File: config.mk
export PLATFORM = sky130hd
export DESIGN_NAME = pwm_timer
export DESIGN_NICKNAME = d
export VERILOG_FILES = /design/src/rtl/pwm_timer.sv
export SDC_FILE = /design/constraint.sdc
export NUM_CORES = 1
export LEC_CHECK = 0
export CAP_MARGIN = 20
export CORE_ASPECT_RATIO = 0.75
export CORE_MARGIN = 2
export CORE_UTILIZATION = 33
export DETAILED_ROUTE_END_ITERATION = 10
export GPL_ROUTABILITY_DRIVEN = 0
export PLACE_DENSITY = 0.58
export RECOVER_POWER = 50
export SYNTH_ARGS = -nofsm -noshare
export SYNTH_HDL_FRONTEND = slang
export SYNTH_SLANG_ARGS = --single-unit
File: constraint.sdc
create_clock -name i_clk -period 6.78 [get_ports i_clk]
set_clock_uncertainty 0.1 [all_clocks]
set_input_delay 2.034 -clock i_clk [delete_from_list [all_inputs] [get_ports i_clk]]
set_output_delay 2.034 -clock i_clk [all_outputs]
set_load 0.01 [all_outputs]
File: src/rtl/pwm_timer.sv
// pwm_timer: tick-driven PWM/period timer with boundary-shadowed config; PWM_IRQ_EN adds sticky irq (i_irq_clr/o_irq)
module pwm_timer #(
  parameter int CNT_W = 16
) (
  input  logic             i_clk,
  input  logic             i_rst,
  input  logic             i_slow_clk,
  input  logic             i_en,
  input  logic             i_oneshot,
  input  logic [CNT_W-1:0] i_period,
  input  logic [CNT_W-1:0] i_duty,
`ifdef PWM_IRQ_EN
  input  logic             i_irq_clr,
  output logic             o_irq,
`endif
  output logic             o_pwm,
  output logic             o_period_done,
  output logic             o_busy
);
  typedef enum logic {IDLE, RUN} state_t;
  state_t           state_q, state_d;
  logic             slow_q, tick, last;
  logic [CNT_W-1:0] count_q, count_d, per_sh_q, per_sh_d, duty_sh_q, duty_sh_d;
  logic             os_sh_q, os_sh_d, pwm_q, pwm_d;
  assign tick = i_slow_clk & ~slow_q;
  assign last = count_q == per_sh_q - CNT_W'(1);
  always_comb begin
    state_d       = state_q;
    count_d       = count_q;
    per_sh_d      = per_sh_q;
    duty_sh_d     = duty_sh_q;
    os_sh_d       = os_sh_q;
    o_period_done = 1'b0;
    if (state_q == IDLE) begin
      if (i_en && i_period != '0) begin
        state_d   = RUN;
        count_d   = '0;
        per_sh_d  = i_period;
        duty_sh_d = i_duty;
        os_sh_d   = i_oneshot;
      end
    end else if (!i_en) begin
      state_d = IDLE;
      count_d = '0;
    end else if (tick) begin
      if (last) begin
        o_period_done = 1'b1;
        count_d       = '0;
        if (os_sh_q || i_period == '0) begin
          state_d = IDLE;
        end else begin
          per_sh_d  = i_period;
          duty_sh_d = i_duty;
          os_sh_d   = i_oneshot;
        end
      end else begin
        count_d = count_q + CNT_W'(1);
      end
    end
    pwm_d = (state_d == RUN) && (count_d < duty_sh_d);
  end
  always_ff @(posedge i_clk) begin
    if (i_rst) begin
      slow_q    <= 1'b0;
      state_q   <= IDLE;
      count_q   <= '0;
      per_sh_q  <= '0;
      duty_sh_q <= '0;
      os_sh_q   <= 1'b0;
      pwm_q     <= 1'b0;
    end else begin
      slow_q    <= i_slow_clk;
      state_q   <= state_d;
      count_q   <= count_d;
      per_sh_q  <= per_sh_d;
      duty_sh_q <= duty_sh_d;
      os_sh_q   <= os_sh_d;
      pwm_q     <= pwm_d;
    end
  end
  assign o_pwm  = pwm_q;
  assign o_busy = state_q == RUN;
`ifdef PWM_IRQ_EN
  logic irq_q, irq_d;
  assign irq_d = o_period_done | (irq_q & ~i_irq_clr);
  always_ff @(posedge i_clk) begin
    if (i_rst) irq_q <= 1'b0;
    else irq_q <= irq_d;
  end
  assign o_irq = irq_q;
`endif
endmodule

# Word level (Yosys, flattened, before mapping)

Cells that the tools add are included.

Logic and storage cells: 57
Memories: 0
Bits in latches: 0
ROM bits: 0
RAM bits: 0
Flip-flop bits (word level): 52

Reduce and logical (&&, ||, !) cells: 7
Multipliers: 0
Bitwise gates (word level): 2
Order comparisons: 1
Mux-type cells: 33
Add/subtract/negate cells: 2
Equal/unequal tests: 5
Shift operators: 0
Divide/modulo/power cells: 0

Operators by type and width:

| cell                                                   | count |
|---|---|
| 2-to-1 mux 16 bit                                      | 17 |
| adder 16 x 1 -> 16 bit (second input constant)         | 1 |
| == test 16 bit                                         | 1 |
| logical NOT 16 bit                                     | 1 |
| less-than comparator 16 bit                            | 1 |
| 2-to-1 mux 1 bit                                       | 16 |
| nonzero test 16 bit                                    | 1 |
| subtractor 16 x 1 -> 16 bit (second input constant)    | 1 |
| AND reduction 5 bit                                    | 1 |
| inequality test 2 x 1 -> 1 bit (second input constant) | 2 |
| inequality test 2 bit (second input constant)          | 2 |
| logical AND 1 bit                                      | 2 |
| nonzero test 2 bit                                     | 1 |
| bitwise AND 1 bit                                      | 1 |
| logical OR 1 bit                                       | 1 |
| inverter 1 bit                                         | 1 |

# Longest topological paths before layout

Depth in word-level cells: 9
Gate-level depth with buffers: 20
Depth with buffers taken out: 19

# Least setup slack after synthesis

No wires, ideal clock.

Kind: input to output
Start point: input i_slow_clk
End point: output o_period_done
Data required time: 4.646 ns
Data arrival time: 3.622 ns
Path buffers: 1
Setup slack: 1.024 ns
Cell stages on the path: 7
Cells stage by stage: nor2b_1 o2111ai_1 nor3_1 nand4_1 nor3_1 clkbuf_1 nor2b_1

Cells in the longest elaborated chain, start to end: 4

RTL lines:

| element            | RTL line | text |
|---|---|---|
| start: declaration | 7        | `input logic i_slow_clk,` |
| bitwise AND 1 bit  | 25       | `assign tick = i_slow_clk & ~slow_q;` |
| 2-to-1 mux 1 bit   | 45       | `end else if (tick) begin` |
| 2-to-1 mux 1 bit   | 42       | `end else if (!i_en) begin` |
| 2-to-1 mux 1 bit   | 34       | `if (state_q == IDLE) begin` |
| end: declaration   | 17       | `output logic o_period_done,` |

Every way passes these cells.

# Worst setup path after layout

Ends and elaborated chain as after synthesis.

==> reports/qor.yml <==
met3_wirelength_um: 310
yosysTopAreaCell: "dfxtp_1"
rsz0062_at_grt: "no"
max-vdd-ir-drop_uv: 91.0
dpl_cell_area_um2: 3700
drt-total-wl_mm: 8.29
synth_top_family_by_area: "simple AND/OR/NAND/NOR gates"
slew_headroom_pct: -58.1
wl_per_cell_um: 14.8
outcome: "finished, violations left"
synth_most_common_cell: "dfxtp_1"
async_reset_ff_share_pct: 0
hold_path.class: "reg -> reg"
synth_edf_count: 0
dp_hpwl_mm: 6.32
synth_compound_area_share_pct: 17.4
antenna_found_initial: 0
violations: "capacitance limit, slew limit"
fp.dieW_um: 117
synth.distinct_cells: 49
syn_inst: 398
grt_overflow: 0
syn-cell-area_um2: 3180
layout-drive-gt1-share_pct: 6.05
start_util_pct: 34.6
fin_area_um2: 3870
yosys.area.top_type_share_pct: 32.7
power_leakage_uw: 0.00157
core_area_um2: 9200
routed.top_layer: "met4"
cts_root_buf: "clkbuf_16"
setup_viol: 0
crit_path_end_kind: "output pin"
crit_type: "in -> out"
cts_setup_buffers: 0
syn2layout_area_growth_pct: 21.6
grt_max_degree: 52
synth_simple_gate_area_share_pct: 28.9
drtIter0Drc: 177
synthMuxAreaShare_pct: 5.35
rows: 30
drc: 0
power.density_nw_per_um2: 197
clock_latency_ps: 300
cts_made_buffers: 5
yosysWarnings: 0
grt_pass1_vias: 2812
met2_length_mm: 3.58
vias: 2949
cp_cell_sequence: "clkdlybuf4s50_1, nor2b_1, o2111ai_1, nor3_1, nand4_1, nor3_1, nor2b_1, clkdlybuf4s50_1"
hold_viol_final: 0
synth.area.top_cells: "dfxtp_1 (33%), ha_1 (6.7%), mux2i_1 (5.4%), nand2_1 (5.1%), a21oi_1 (5.0%)"
floorplan.io_pins: 40
slew_violations: 52
portBuffers: 39
fp.dieH_um: 89.0
ys_top_cells_by_count: "dfxtp_1 (52), nand2_1 (43), a21oi_1 (32)"
cts.sinks: 52
fmax_ghz: 0.156
tightest_slew_ps: 2370
period_minus_slack_ps: 6400
cts_resized: 0
grt_pass1_wl_mm: 13.8
vias_per_cell: 5.28
cts_hold_buffers: 0
cp.required_ps: 4650
ys_seq_area_share_pct: 32.7
synth_nets: 452
diodes: 0
synthXorXnorAreaFrac_pct: 5.23
htree_num_levels: 2
drv_cap: 1
final_net_count: 483
fin_crit_sh_pct: 94.4
cp_slowest_cell: "clkdlybuf4s50_1"
syn_avg_cell_area_um2: 7.99
clockBufferDepth: 2
cts_tree: "built"
drt-pass1-iter-count: 4
clkTransAtPathRegs_ps: 70
ys_ff_latch: 52
ant_nets: 0
cp_max_fo: 4
final_util_pct: 42.1
synth_fa_ha_area_share_pct: 6.69
worstPathArrival_ps: 4270
worst_path_largest_cell_delay_ps: 560
crit_path_start_kind: "primary input"
met1Wirelength_mm: 4.32
die_area_um2: 10400
ys.flop_type: "dfxtp_1"
grt_usage_pct: 16.5
fin_tns_setup_ps: 0
[registers in the layout (all words and copies together), names as in the netlist]
| signal | flops |
|---|---|
| o_busy | 1 |
| o_pwm | 1 |
| os_sh_q | 1 |
| per_sh_q | 16 |
| slow_q | 1 |
| duty_sh_q | 16 |
| count_q | 16 |
[path summary, 6_finish.rpt]
check / from / endpoint / slack [ps] / cells after the start
hold reg to reg: per_sh_q[15]$_SDFFE_PP0P_ / per_sh_q[15]$_SDFFE_PP0P_ / 380 / 2
setup reg to reg: per_sh_q[0]$_SDFFE_PP0P_ / o_pwm$_SDFF_PP0_ / 1500 / 18
setup / recovery: i_slow_clk / o_period_done / 380 / 8
hold / removal: per_sh_q[15]$_SDFFE_PP0P_ / per_sh_q[15]$_SDFFE_PP0P_ / 380 / 2
[cell families (layout without fill, tap and decap cells)]
family / count (synthesis) / in the layout
and+or+nand+nor: 179 / 179
muxes: 17 / 17
xor gates and xnor gates: 19 / 19
buffers and inverters: 30 / 62
AOI/OAI and AO/OA: 84 / 84
adders and majority gates: 17 / 17
DFF: 52 / 52
[cell type report]
cell class | instances | area, um2
clock buffers | 5 | 125
clock inverters | 3 | 42.5
fillers | 939 | 5330
inverters | 6 | 22.5
multi-input cells | 316 | 2020
flip-flops and latches | 52 | 1040
well taps | 128 | 160
repair buffers | 48 | 454
[worst max-delay path, delay by kind of cell]
family          cells  cell delay [ps]
buf+inv             2             1100
compound gates      1              130
simple gates        5             1000
[stage by stage]
stage,hold slack (ps),setup WS [ps],instances,power (uW)
after floorplan,349,1020,398,424
after global placement,373,397,550,472
after detailed placement,371,372,550,474
after CTS,380,353,558,767
after global routing,408,120,558,797
final,377,380,558,760
[power by group]
group	switching, uW	internal (uW)	leakage [uW]	total, uW
combinational	72.1	64.9	0.00106	137
clock	118	174	0.0000798	292
sequential	13.3	318	0.000425	332
[metal layers]
layer	GRT usage, %	vias up
met5	0	-
met4	3.94	0
met3	2.93	5
met2	26.2	53
met1	23.5	1378
li1	-	1513
[cells in the final DEF (no fill, tap or decap), types with 10 or more instances in the layout]
master           instances
nand2_1                 43
nor2_1                  29
nor3_1                  19
xor2_1                  10
nand4_1                 10
nand3_1                 24
o21ai_0                 18
ha_1                    17
clkdlybuf4s50_1         36
mux2i_1                 17
a21oi_1                 32
dfxtp_1                 52
Note: power is estimated with default switching activity, not from simulation.
